<file path="src/rtl/nibble_serial_adder_ctrl.sv">
// nibble_serial_adder_ctrl
// Adds two WIDTH*NUM_WORDS-bit operands through one external WIDTH-bit adder.
// The operands are fed in one word per cycle, least significant word first.
// The carry out of each word is fed back in as the carry-in of the next word.
// The block collects the sum words and reports the final carry and the signed
// overflow together with a one-cycle done pulse.
module nibble_serial_adder_ctrl #(
  parameter int WIDTH     = 4,
  parameter int NUM_WORDS = 4
) (
  input  logic                         clk,
  input  logic                         rst_n,
  input  logic                         start,
  input  logic [WIDTH*NUM_WORDS-1:0]   op_a,
  input  logic [WIDTH*NUM_WORDS-1:0]   op_b,
  input  logic                         cin,
  output logic                         ready,
  output logic                         busy,
  output logic                         done,
  output logic [WIDTH*NUM_WORDS-1:0]   result,
  output logic                         cout,
  output logic                         ovf,
  output logic [WIDTH-1:0]             add_a,
  output logic [WIDTH-1:0]             add_b,
  output logic                         add_cin,
  input  logic [WIDTH-1:0]             add_sum,
  input  logic                         add_cout
);

  localparam int W  = WIDTH * NUM_WORDS;
  localparam int CW = (NUM_WORDS > 1) ? $clog2(NUM_WORDS) : 1;
  localparam logic [CW-1:0] LAST_CNT = CW'(NUM_WORDS - 1);

  typedef enum logic [1:0] {
    ST_IDLE = 2'd0,
    ST_RUN  = 2'd1,
    ST_DONE = 2'd2
  } state_t;

  state_t          state_q, state_d;
  logic [CW-1:0]   cnt_q, cnt_d;
  logic [W-1:0]    a_q, a_d;
  logic [W-1:0]    b_q, b_d;
  logic            cin_q, cin_d;
  logic            carry_q, carry_d;
  logic [W-1:0]    result_q, result_d;
  logic            cout_q, cout_d;
  logic            ovf_q, ovf_d;
  logic            ready_q, ready_d;
  logic            busy_q, busy_d;
  logic            done_q, done_d;

  logic            accept_s;
  logic [WIDTH-1:0] add_a_s, add_b_s;
  logic            add_cin_s;

  // Next-state, datapath update and adder drive for the current word.
  always_comb begin
    state_d   = state_q;
    cnt_d     = cnt_q;
    a_d       = a_q;
    b_d       = b_q;
    cin_d     = cin_q;
    carry_d   = carry_q;
    result_d  = result_q;
    cout_d    = cout_q;
    ovf_d     = ovf_q;
    accept_s  = 1'b0;
    add_a_s   = {WIDTH{1'b0}};
    add_b_s   = {WIDTH{1'b0}};
    add_cin_s = 1'b0;

    case (state_q)
      ST_IDLE: begin
        if (start) begin
          accept_s = 1'b1;
          state_d  = ST_RUN;
        end else begin
          state_d  = ST_IDLE;
        end
      end
      ST_RUN: begin
        add_a_s   = a_q[cnt_q*WIDTH +: WIDTH];
        add_b_s   = b_q[cnt_q*WIDTH +: WIDTH];
        add_cin_s = (cnt_q == {CW{1'b0}}) ? cin_q : carry_q;
        result_d[cnt_q*WIDTH +: WIDTH] = add_sum;
        carry_d   = add_cout;
        if (cnt_q == LAST_CNT) begin
          // Last word: the adder's MSB and carry give the final flags.
          state_d = ST_DONE;
          cnt_d   = {CW{1'b0}};
          cout_d  = add_cout;
          ovf_d   = (a_q[W-1] == b_q[W-1]) && (add_sum[WIDTH-1] != a_q[W-1]);
        end else begin
          cnt_d   = cnt_q + CW'(1);
        end
      end
      ST_DONE: begin
        if (start) begin
          accept_s = 1'b1;
          state_d  = ST_RUN;
        end else begin
          state_d  = ST_IDLE;
        end
      end
      default: begin
        state_d = ST_IDLE;
        cnt_d   = {CW{1'b0}};
      end
    endcase

    // A new request is latched only while the block can accept it.
    if (accept_s) begin
      a_d   = op_a;
      b_d   = op_b;
      cin_d = cin;
      cnt_d = {CW{1'b0}};
    end else begin
      a_d   = a_d;
      b_d   = b_d;
      cin_d = cin_d;
    end

    ready_d = (state_d != ST_RUN);
    busy_d  = (state_d == ST_RUN);
    done_d  = (state_d == ST_DONE);
  end

  // State and datapath registers with synchronous active-low reset.
  always_ff @(posedge clk) begin
    if (!rst_n) begin
      state_q  <= ST_IDLE;
      cnt_q    <= {CW{1'b0}};
      a_q      <= {W{1'b0}};
      b_q      <= {W{1'b0}};
      cin_q    <= 1'b0;
      carry_q  <= 1'b0;
      result_q <= {W{1'b0}};
      cout_q   <= 1'b0;
      ovf_q    <= 1'b0;
      ready_q  <= 1'b1;
      busy_q   <= 1'b0;
      done_q   <= 1'b0;
    end else begin
      state_q  <= state_d;
      cnt_q    <= cnt_d;
      a_q      <= a_d;
      b_q      <= b_d;
      cin_q    <= cin_d;
      carry_q  <= carry_d;
      result_q <= result_d;
      cout_q   <= cout_d;
      ovf_q    <= ovf_d;
      ready_q  <= ready_d;
      busy_q   <= busy_d;
      done_q   <= done_d;
    end
  end

  assign ready   = ready_q;
  assign busy    = busy_q;
  assign done    = done_q;
  assign result  = result_q;
  assign cout    = cout_q;
  assign ovf     = ovf_q;
  assign add_a   = add_a_s;
  assign add_b   = add_b_s;
  assign add_cin = add_cin_s;

endmodule
</file>
<file path="config.mk">
export PLATFORM = sky130hd
export DESIGN_NAME = nibble_serial_adder_ctrl
export DESIGN_NICKNAME = d
export VERILOG_FILES = /design/src/rtl/nibble_serial_adder_ctrl.sv
export SDC_FILE = /design/constraint.sdc
export NUM_CORES = 1
export LEC_CHECK = 0
export CORE_MARGIN = 2
export CORE_UTILIZATION = 47
export DETAILED_ROUTE_END_ITERATION = 8
export PLACE_DENSITY_LB_ADDON = 0.15
export SYNTH_ARGS = -nofsm -noshare
export SYNTH_HDL_FRONTEND = slang
export SYNTH_SLANG_ARGS = --single-unit
</file>
<file path="constraint.sdc">
create_clock -name clk -period 2.2 [get_ports clk]
set_input_delay 0.44 -clock clk [delete_from_list [all_inputs] [get_ports clk]]
set_output_delay 0.44 -clock clk [all_outputs]
set_load 0.02 [all_outputs]
</file>
==> results of run 1 <==
## worst register-to-register path, delay by kind of cell (launching register included)
kind,cells,cell delay [ns]
buffers and inverters,3,0.46
DFF,1,0.34
and+or+nand+nor,2,0.33
adders and majority gates,1,0.19
muxes,1,0.18
## final cells by class
cell class	count	area, µm²
multi-input combinational	194	1220
clock inverter	5	52.6
fill	481	1680
tap	70	87.6
timing repair buffer	82	767
inverter	2	7.51
sequential	59	1180
clock buffer	11	141
## layer usage
metal  wire length, µm  vias to the layer above
met5                 0                        -
li1                  -                     1081
met3               334                        6
met1              2540                      969
met4                61                        0
met2              2500                       50
## layout by cell type, fill, tap and decap left out, drive strengths merged, types with 2 or more instances in the layout
cell and n:
nand4 3, nand2b 2, nand2 89, a21boi 34
dfxtp 59, o22ai 16, clkdlybuf4s50 60, o21a 2
mux4 8, buf 20, and3b 3, nor2b 3
and2 12, o21ai 2, mux2i 2, inv 2
clkinv 3, ha 5, clkbuf 12, nor2 5
## per-stage QoR
| step | total power, mW | hold slack [ns] | std cells |
|---|---|---|---|
| 2_1_floorplan | 1.34 | 0.432 | 275 |
| 3_3_place_gp | 1.48 | 0.446 | 407 |
| 3_5_place_dp | 1.48 | 0.450 | 407 |
| 4_1_cts | 2.44 | 0.461 | 423 |
| 5_1_grt | 2.51 | 0.480 | 423 |
| 6_report | 2.40 | 0.460 | 423 |
## worst min path at each step
stage | from | to | slack [ns] | cells after the start
3_5_place_dp | a_q[2] | a_q[2] | 0.45 | 2
6_report | a_q[14] | a_q[14] | 0.46 | 2
5_1_grt | cin_q | cin_q | 0.48 | 2
3_3_place_gp | a_q[2] | a_q[2] | 0.45 | 2
2_1_floorplan | a_q[0] | a_q[0] | 0.43 | 2
4_1_cts | cin_q | cin_q | 0.46 | 2
## flip-flops by register name (all words and copies together) (netlist names)
| name | count |
|---|---|
| carry_q | 1 |
| ready | 1 |
| a_q | 16 |
| busy | 1 |
| ovf | 1 |
| done | 1 |
| cin_q | 1 |
| b_q | 16 |
| cnt_q | 2 |
| cout | 1 |
| result | 16 |
| state_q | 2 |
## cells by family after synthesis
| logic type | synth area share |
|---|---|
| AO/OA/AOI/OAI | 0.159 |
| adder cells (fa/ha/maj) | 0.0248 |
| buffers and inverters | 0.0471 |
| flip-flops | 0.468 |
| multiplexers | 0.0854 |
| AND/OR/NAND/NOR | 0.215 |
## power breakdown
part           total [mW]  switching, mW  internal [mW]
sequential           1.14         0.0239           1.12
combinational       0.316          0.148          0.168
clock               0.947          0.400          0.548
## timing repair
item | CTS | global route
gates cloned | 0 | 0
gates resized for setup | 31 | 6
setup endpoints to repair | 9 | 9
==> load_flow_metrics.sql, run 1 <==
INSERT INTO impl_metrics (metric_group, metric, value, unit) VALUES
('clock_network', 'cts_sinks', '59', ''),
('critical_path', 'required', '1.76', 'ns'),
('die', 'fp.dieArea', '5970', 'µm²'),
('die', 'initial_utilization', '0.491', ''),
('sta', 'post-route-min-period', '2.14', 'ns'),
('grt', 'met3_demand_to_capacity_share_in_global_routing', '0.0682', ''),
('critical_path', 'critPathBufInv', '2', ''),
('logic_synthesis', 'most_numerous_cell_in_the_yosys_netlist', 'sky130_fd_sc_hd__nand2_1', ''),
('power_and_ir_drop', 'vdd.ir_drop.worst', '536', 'µV'),
('sta', 'tns', '0', 'ns'),
('flow_run', 'max-cap-violations', '0', ''),
('hold_path', 'min_path_type', 'flop to flop', ''),
('die', 'floorplan.die.width', '77.2', 'µm'),
('final_layout', 'post-route-util', '0.674', ''),
('clock_network', 'number_of_clock_buffers_inserted_by_tritoncts', '9', ''),
('place', 'placed_area', '3300', 'µm²'),
('place', 'weighted_congestion_reported_at_the_end_of_routability_driven_placement', '0.779', ''),
('die', 'dieHeight', '77.2', 'µm'),
('critical_path', 'critical_path.max_fanout', '5', ''),
('clock_network', 'ctsHoldBuffers', '0', ''),
('logic_synthesis', 'yosys_register_bits', '59', ''),
('grt', 'number_of_global_route_vias_before_repair', '2013', ''),
('critical_path', 'path_delay_family', 'multiplexers', ''),
('logic_synthesis', 'share_of_async_settable_or_async_resettable_flops_after_synthesis', '0', ''),
('routing', 'wl_per_cell', '12.9', 'µm'),
('logic_synthesis', 'synth_largest_type_area_fraction', '0.468', ''),
('grt', 'grt_antenna_before_repair', '0', ''),
('grt', 'top_usage_layer', 'met2', ''),
('critical_path', 'critical_path.endpoint_type', 'output port', ''),
('critical_path', 'worst-path-stages', '4', ''),
('critical_path', 'critical-path-max-stage-delay', '0.48', 'ns'),
('clock_network', 'tritoncts_clock_tree', 'built', ''),
('logic_synthesis', 'synth_top_flop_cell', 'sky130_fd_sc_hd__dfxtp_1', ''),
('final_layout', 'final_design_area_excluding_fillers', '3460', 'µm²'),
('grt', 'met1_usage', '0.264', ''),
('routing', 'drt_wl_total', '5.44', 'mm'),
('power_and_ir_drop', 'p_per_area', '695', 'nW/µm²'),
('critical_path', 'crit_path_top_delay_cell', 'sky130_fd_sc_hd__mux4_2', ''),
('clock_network', 'insertion_delay_to_the_later_sink_of_the_worst_skew_pair', '0.33', 'ns'),
('sta', 'finClkSkew', '0.00807', 'ns'),
('power_and_ir_drop', 'p_leak', '1.34', 'nW'),
('sta', 'clock.fmax', '468', 'MHz'),
('routing', '1st_iter_drt_viols', '83', ''),
('grt', 'globalRouteMet2Util', '0.294', ''),
('logic_synthesis', 'syn-instance-count', '275', ''),
('sta', 'timing.max_slew.rel_slack', '0.685', ''),
('routing', 'drt_pass1_iterations', '6', ''),
('sta', 'final_hold_viol_count', '0', ''),
('critical_path', 'worstPathCellList', 'buf_6 -> mux4_2 -> and2_1 -> clkdlybuf4s15_2', ''),
('sta', 'drv_slew', '0', ''),
('grt', 'wire_length_of_the_first_global_routing_pass', '9.38', 'mm'),
('status', 'outcome', 'finished clean', ''),
('final_layout', 'final_layout_size_suffix_gt1_frac', '0.122', ''),
('sta', 'final.setup.worst_slack', '0.0644', 'ns'),
('place', 'post-dp-hpwl', '3.82', 'mm'),
('logic_synthesis', 'synthTopCellsByCount', '89 x sky130_fd_sc_hd__nand2_1, 59 x sky130_fd_sc_hd__dfxtp_1, 28 x sky130_fd_sc_hd__a21boi_0', ''),
('logic_synthesis', 'ys.warnings.count', '0', ''),
('final_layout', 'area.growth.synth_to_final', '37.3', '%'),
('clock_network', 'cts_htree_levels', '3', ''),
('clock_network', 'cts-root-buf', 'sky130_fd_sc_hd__clkbuf_8', ''),
('sta', 'worst-slew-pin-transition', '0.473', 'ns'),
('critical_path', 'regToRegStartpoint', 'cnt_q[0]', ''),
('routing', 'routed-via-count', '2106', ''),
('clock_network', 'clock_tree.buffer_depth', '2', ''),
('sta', 'rsz0062_at_grt', 'no', ''),
('final_layout', 'nNetsFinal', '394', ''),
('grt', 'grt_max_degree', '37', ''),
('die', 'core.rowCount', '26', ''),
('critical_path', 'worst_r2r_endpoint', 'cout', ''),
('critical_path', 'timing.critical_path.from_type', 'flop', ''),
('critical_path', 'worst-r2r-cell-count', '7', '');
No activity file was read; power rests on OpenSTA's default activity.
==> inputs of run 2 (changes only) <==
Settings changed: CORE_MARGIN 2 to default, SLEW_MARGIN from default to 15.
==> run 2 against run 1 <==
Against the previous run:
- count of clock-buffer cells in the layout down 1
- global-route usage up 0.64 points
- critical path type unchanged
- first-iteration DRC count up 28%
- worst setup slack better by 0.047 ns
- clock skew down 0.0035 ns
- core utilization down 0.61 points
- flip-flop and latch count unchanged
- combinational power about the same
- hold slack better by 0.0016 ns
- clock power down 14%
- die area down 5.1%
==> load_flow_metrics.sql, run 2 (synthesis gave the netlist of run 1 again) <==
INSERT INTO impl_metrics (metric_group, metric, value, unit) VALUES
('power_and_ir_drop', 'power.combinational.fraction', '0.140', ''),
('die', 'core_region_area', '5140', 'µm²'),
('flow_run', 'max-cap-violations', '0', ''),
('clock_network', 'cts-root-buf', 'sky130_fd_sc_hd__clkbuf_8', ''),
('sta', 'tns', '0', 'ns'),
('critical_path', 'path_delay_family', 'multiplexers', ''),
('critical_path', 'regToRegStartpoint', 'cnt_q[0]', ''),
('place', 'weighted_congestion_reported_at_the_end_of_routability_driven_placement', '0.767', ''),
('grt', 'grt_usage', '0.205', ''),
('critical_path', 'critPathBufInv', '2', ''),
('power_and_ir_drop', 'clock_power_share', '0.357', ''),
('routing', 'post_drt_via_cell_ratio', '5.01', ''),
('clock_network', 'ctsHoldBuffers', '0', ''),
('sta', 'drv_slew', '0', ''),
('critical_path', 'worst_setup_path_startpoint', 'cnt_q[0]', ''),
('routing', 'drt_pass1_iterations', '4', ''),
('power_and_ir_drop', 'sw_frac_of_total', '0.257', ''),
('routing', 'wl_per_cell', '12.7', 'µm'),
('die', 'fp.dieArea', '5660', 'µm²'),
('critical_path', 'required', '1.76', 'ns'),
('sta', 'final_hold_viol_count', '0', ''),
('routing', '1st_iter_drt_viols', '106', ''),
('place', 'placed_area', '3300', 'µm²'),
('clock_network', 'clk_pin_slew_worst_paths', '0.07', 'ns'),
('critical_path', 'worstPathCellList', 'buf_12 -> mux4_1 -> and2_1 -> buf_2', ''),
('grt', 'final_global_route_overflow_total', '0', ''),
('grt', 'grt_max_degree', '38', ''),
('critical_path', 'critical-path-max-stage-delay', '0.52', 'ns'),
('sta', 'finClkSkew', '0.00452', 'ns'),
('routing', 'drt_wl_total', '5.38', 'mm'),
('clock_network', 'insertion_delay_to_the_later_sink_of_the_worst_skew_pair', '0.34', 'ns'),
('power_and_ir_drop', 'p_leak', '1.33', 'nW'),
('critical_path', 'crit_type', 'flop to output port', ''),
('routing', 'remaining_antenna_violation_count_after_routing', '0', ''),
('power_and_ir_drop', 'sequentialPowerShare', '0.503', ''),
('final_layout', 'final_layout_size_suffix_gt1_frac', '0.116', ''),
('critical_path', 'rrSetupSlack', '0.40', 'ns'),
('sta', 'post-route-min-period', '2.09', 'ns'),
('grt', 'grt_antenna_before_repair', '0', ''),
('sta', 'final-setup-viol-count', '0', ''),
('die', 'core.rowCount', '26', ''),
('clock_network', 'tritoncts_clock_tree', 'built', ''),
('hold_path', 'min-delay-start', 'b_q[4]', ''),
('sta', 'worst-slew-pin-transition', '0.469', 'ns'),
('die', 'floorplan.die.width', '75.2', 'µm'),
('sta', 'final.hold.worst_slack', '0.461', 'ns'),
('critical_path', 'critical_path.endpoint_type', 'output port', ''),
('final_layout', 'area.growth.synth_to_final', '36.1', '%'),
('status', 'outcome', 'finished clean', ''),
('sta', 'timing.max_slew.rel_slack', '0.687', ''),
('critical_path', 'critical_path.max_fanout', '5', ''),
('clock_network', 'number_of_clock_buffers_inserted_by_tritoncts', '9', ''),
('place', 'portBuffers', '70', ''),
('power_and_ir_drop', 'net-switching-power', '0.584', 'mW'),
('die', 'dieHeight', '75.2', 'µm'),
('sta', 'clock.fmax', '479', 'MHz'),
('critical_path', 'crit_path_top_delay_cell', 'sky130_fd_sc_hd__mux4_1', ''),
('routing', 'route.detailed.drc', '0', ''),
('final_layout', 'diodes', '0', ''),
('final_layout', 'post-route-util', '0.667', ''),
('clock_network', 'clock_tree.buffer_depth', '2', ''),
('sta', 'period_share', '0.950', ''),
('power_and_ir_drop', 'cellInternalPower', '1.69', 'mW'),
('die', 'io-pin-count', '71', ''),
('final_layout', 'final_cell_mix', '89 x sky130_fd_sc_hd__nand2_1, 60 x sky130_fd_sc_hd__clkdlybuf4s50_1, 58 x sky130_fd_sc_hd__dfxtp_1', ''),
('clock_network', 'cts_htree_levels', '3', ''),
('routing', 'routed-via-count', '2114', ''),
('hold_path', 'min_path_type', 'flop to flop', ''),
('final_layout', 'num-fill-cells', '484', ''),
('sta', 'rsz0062_at_grt', 'no', ''),
('power_and_ir_drop', 'p_per_area', '662', 'nW/µm²'),
('power_and_ir_drop', 'vdd.ir_drop.worst', '421', 'µV'),
('grt', 'number_of_global_route_vias_before_repair', '1894', ''),
('critical_path', 'worst_ep_arrival_time', '1.65', 'ns'),
('place', 'post-dp-hpwl', '3.79', 'mm'),
('final_layout', 'final_design_area_excluding_fillers', '3430', 'µm²'),
('final_layout', 'layout.cells.most_common', 'sky130_fd_sc_hd__nand2_1', ''),
('critical_path', 'timing.critical_path.from_type', 'flop', ''),
('die', 'initial_utilization', '0.491', ''),
('final_layout', 'nNetsFinal', '393', ''),
('clock_network', 'cts_sinks', '59', ''),
('grt', 'wire_length_of_the_first_global_routing_pass', '8.47', 'mm');
==> run 2: cell count changes in the layout (fill, tap and decap cells not counted), sizes merged <==
cell / delta
bufinv: -1
buf: -1
clkbuf: -1
clkinv: +2
==> run 2: final cells by class <==
type,instances,area [µm²],area share
Multi-Input combinational cell,194,1220,0.357
Sequential cell,59,1180,0.345
Timing Repair Buffer,81,767,0.224
Clock buffer,10,128,0.0372
Tap cell,70,87.6,0.0255
Clock inverter,6,32.5,0.00948
Inverter,2,7.51,0.00219
==> run 2: worst register-to-register path: stages, from the launching register on <==
cell and delay [ns]:
sky130_fd_sc_hd__dfxtp_4 0.36, sky130_fd_sc_hd__buf_6 0.12, sky130_fd_sc_hd__buf_4 0.15, sky130_fd_sc_hd__ha_1 0.19
sky130_fd_sc_hd__and3b_1 0.41, sky130_fd_sc_hd__nand4b_1 0.26, sky130_fd_sc_hd__o22ai_1 0.23
==> run 2: what timing repair did <==
action,in CTS,in global routing
pin swaps,0,0
setup buffers,0,0
cloned,0,0
setup endpoints to repair,9,8
gates resized for setup,27,9
==> run 2: path summary, 6_finish.rpt <==
path,depth (start not counted),endpoint
worst max register to register,6,result[13]
worst min register to register,2,b_q[4]
worst min-delay path,2,b_q[4]
worst max-delay path,4,add_a[3]
==> run 2: stage by stage <==
step	std cells	total power, mW	worst slack [ns]
final	422	2.27	0.111
after global placement	406	1.48	0.0411
after CTS	422	2.29	-0.00673
after floorplan	275	1.34	0.374
after detailed placement	406	1.49	0.0284
after global routing	422	2.38	0.00233
==> run 2: power by group through the flow <==
stage / registers [mW] / clock network, mW / logic [mW]
after CTS: 1.14 / 0.829 / 0.324
after global routing: 1.15 / 0.880 / 0.349
after global placement: 1.16 / 0 / 0.319
after detailed placement: 1.17 / 0 / 0.323
after floorplan: 1.17 / 0 / 0.173
final: 1.14 / 0.811 / 0.318
==> run 2: routing by layer <==
metal / track usage / vias to the layer above / part of all wire
met5: 0 / - / 0
met4: 0.0741 / 0 / 0.010
li1: - / 1078 / -
met1: 0.268 / 981 / 0.48
met3: 0.0683 / 6 / 0.046
met2: 0.317 / 49 / 0.46
==> inputs of run 3 (changes only) <==
Settings changed: SLEW_MARGIN 15 to 20.
==> results of run 3 <==
Final layout, timing and power as in run 2 (identical DEF).
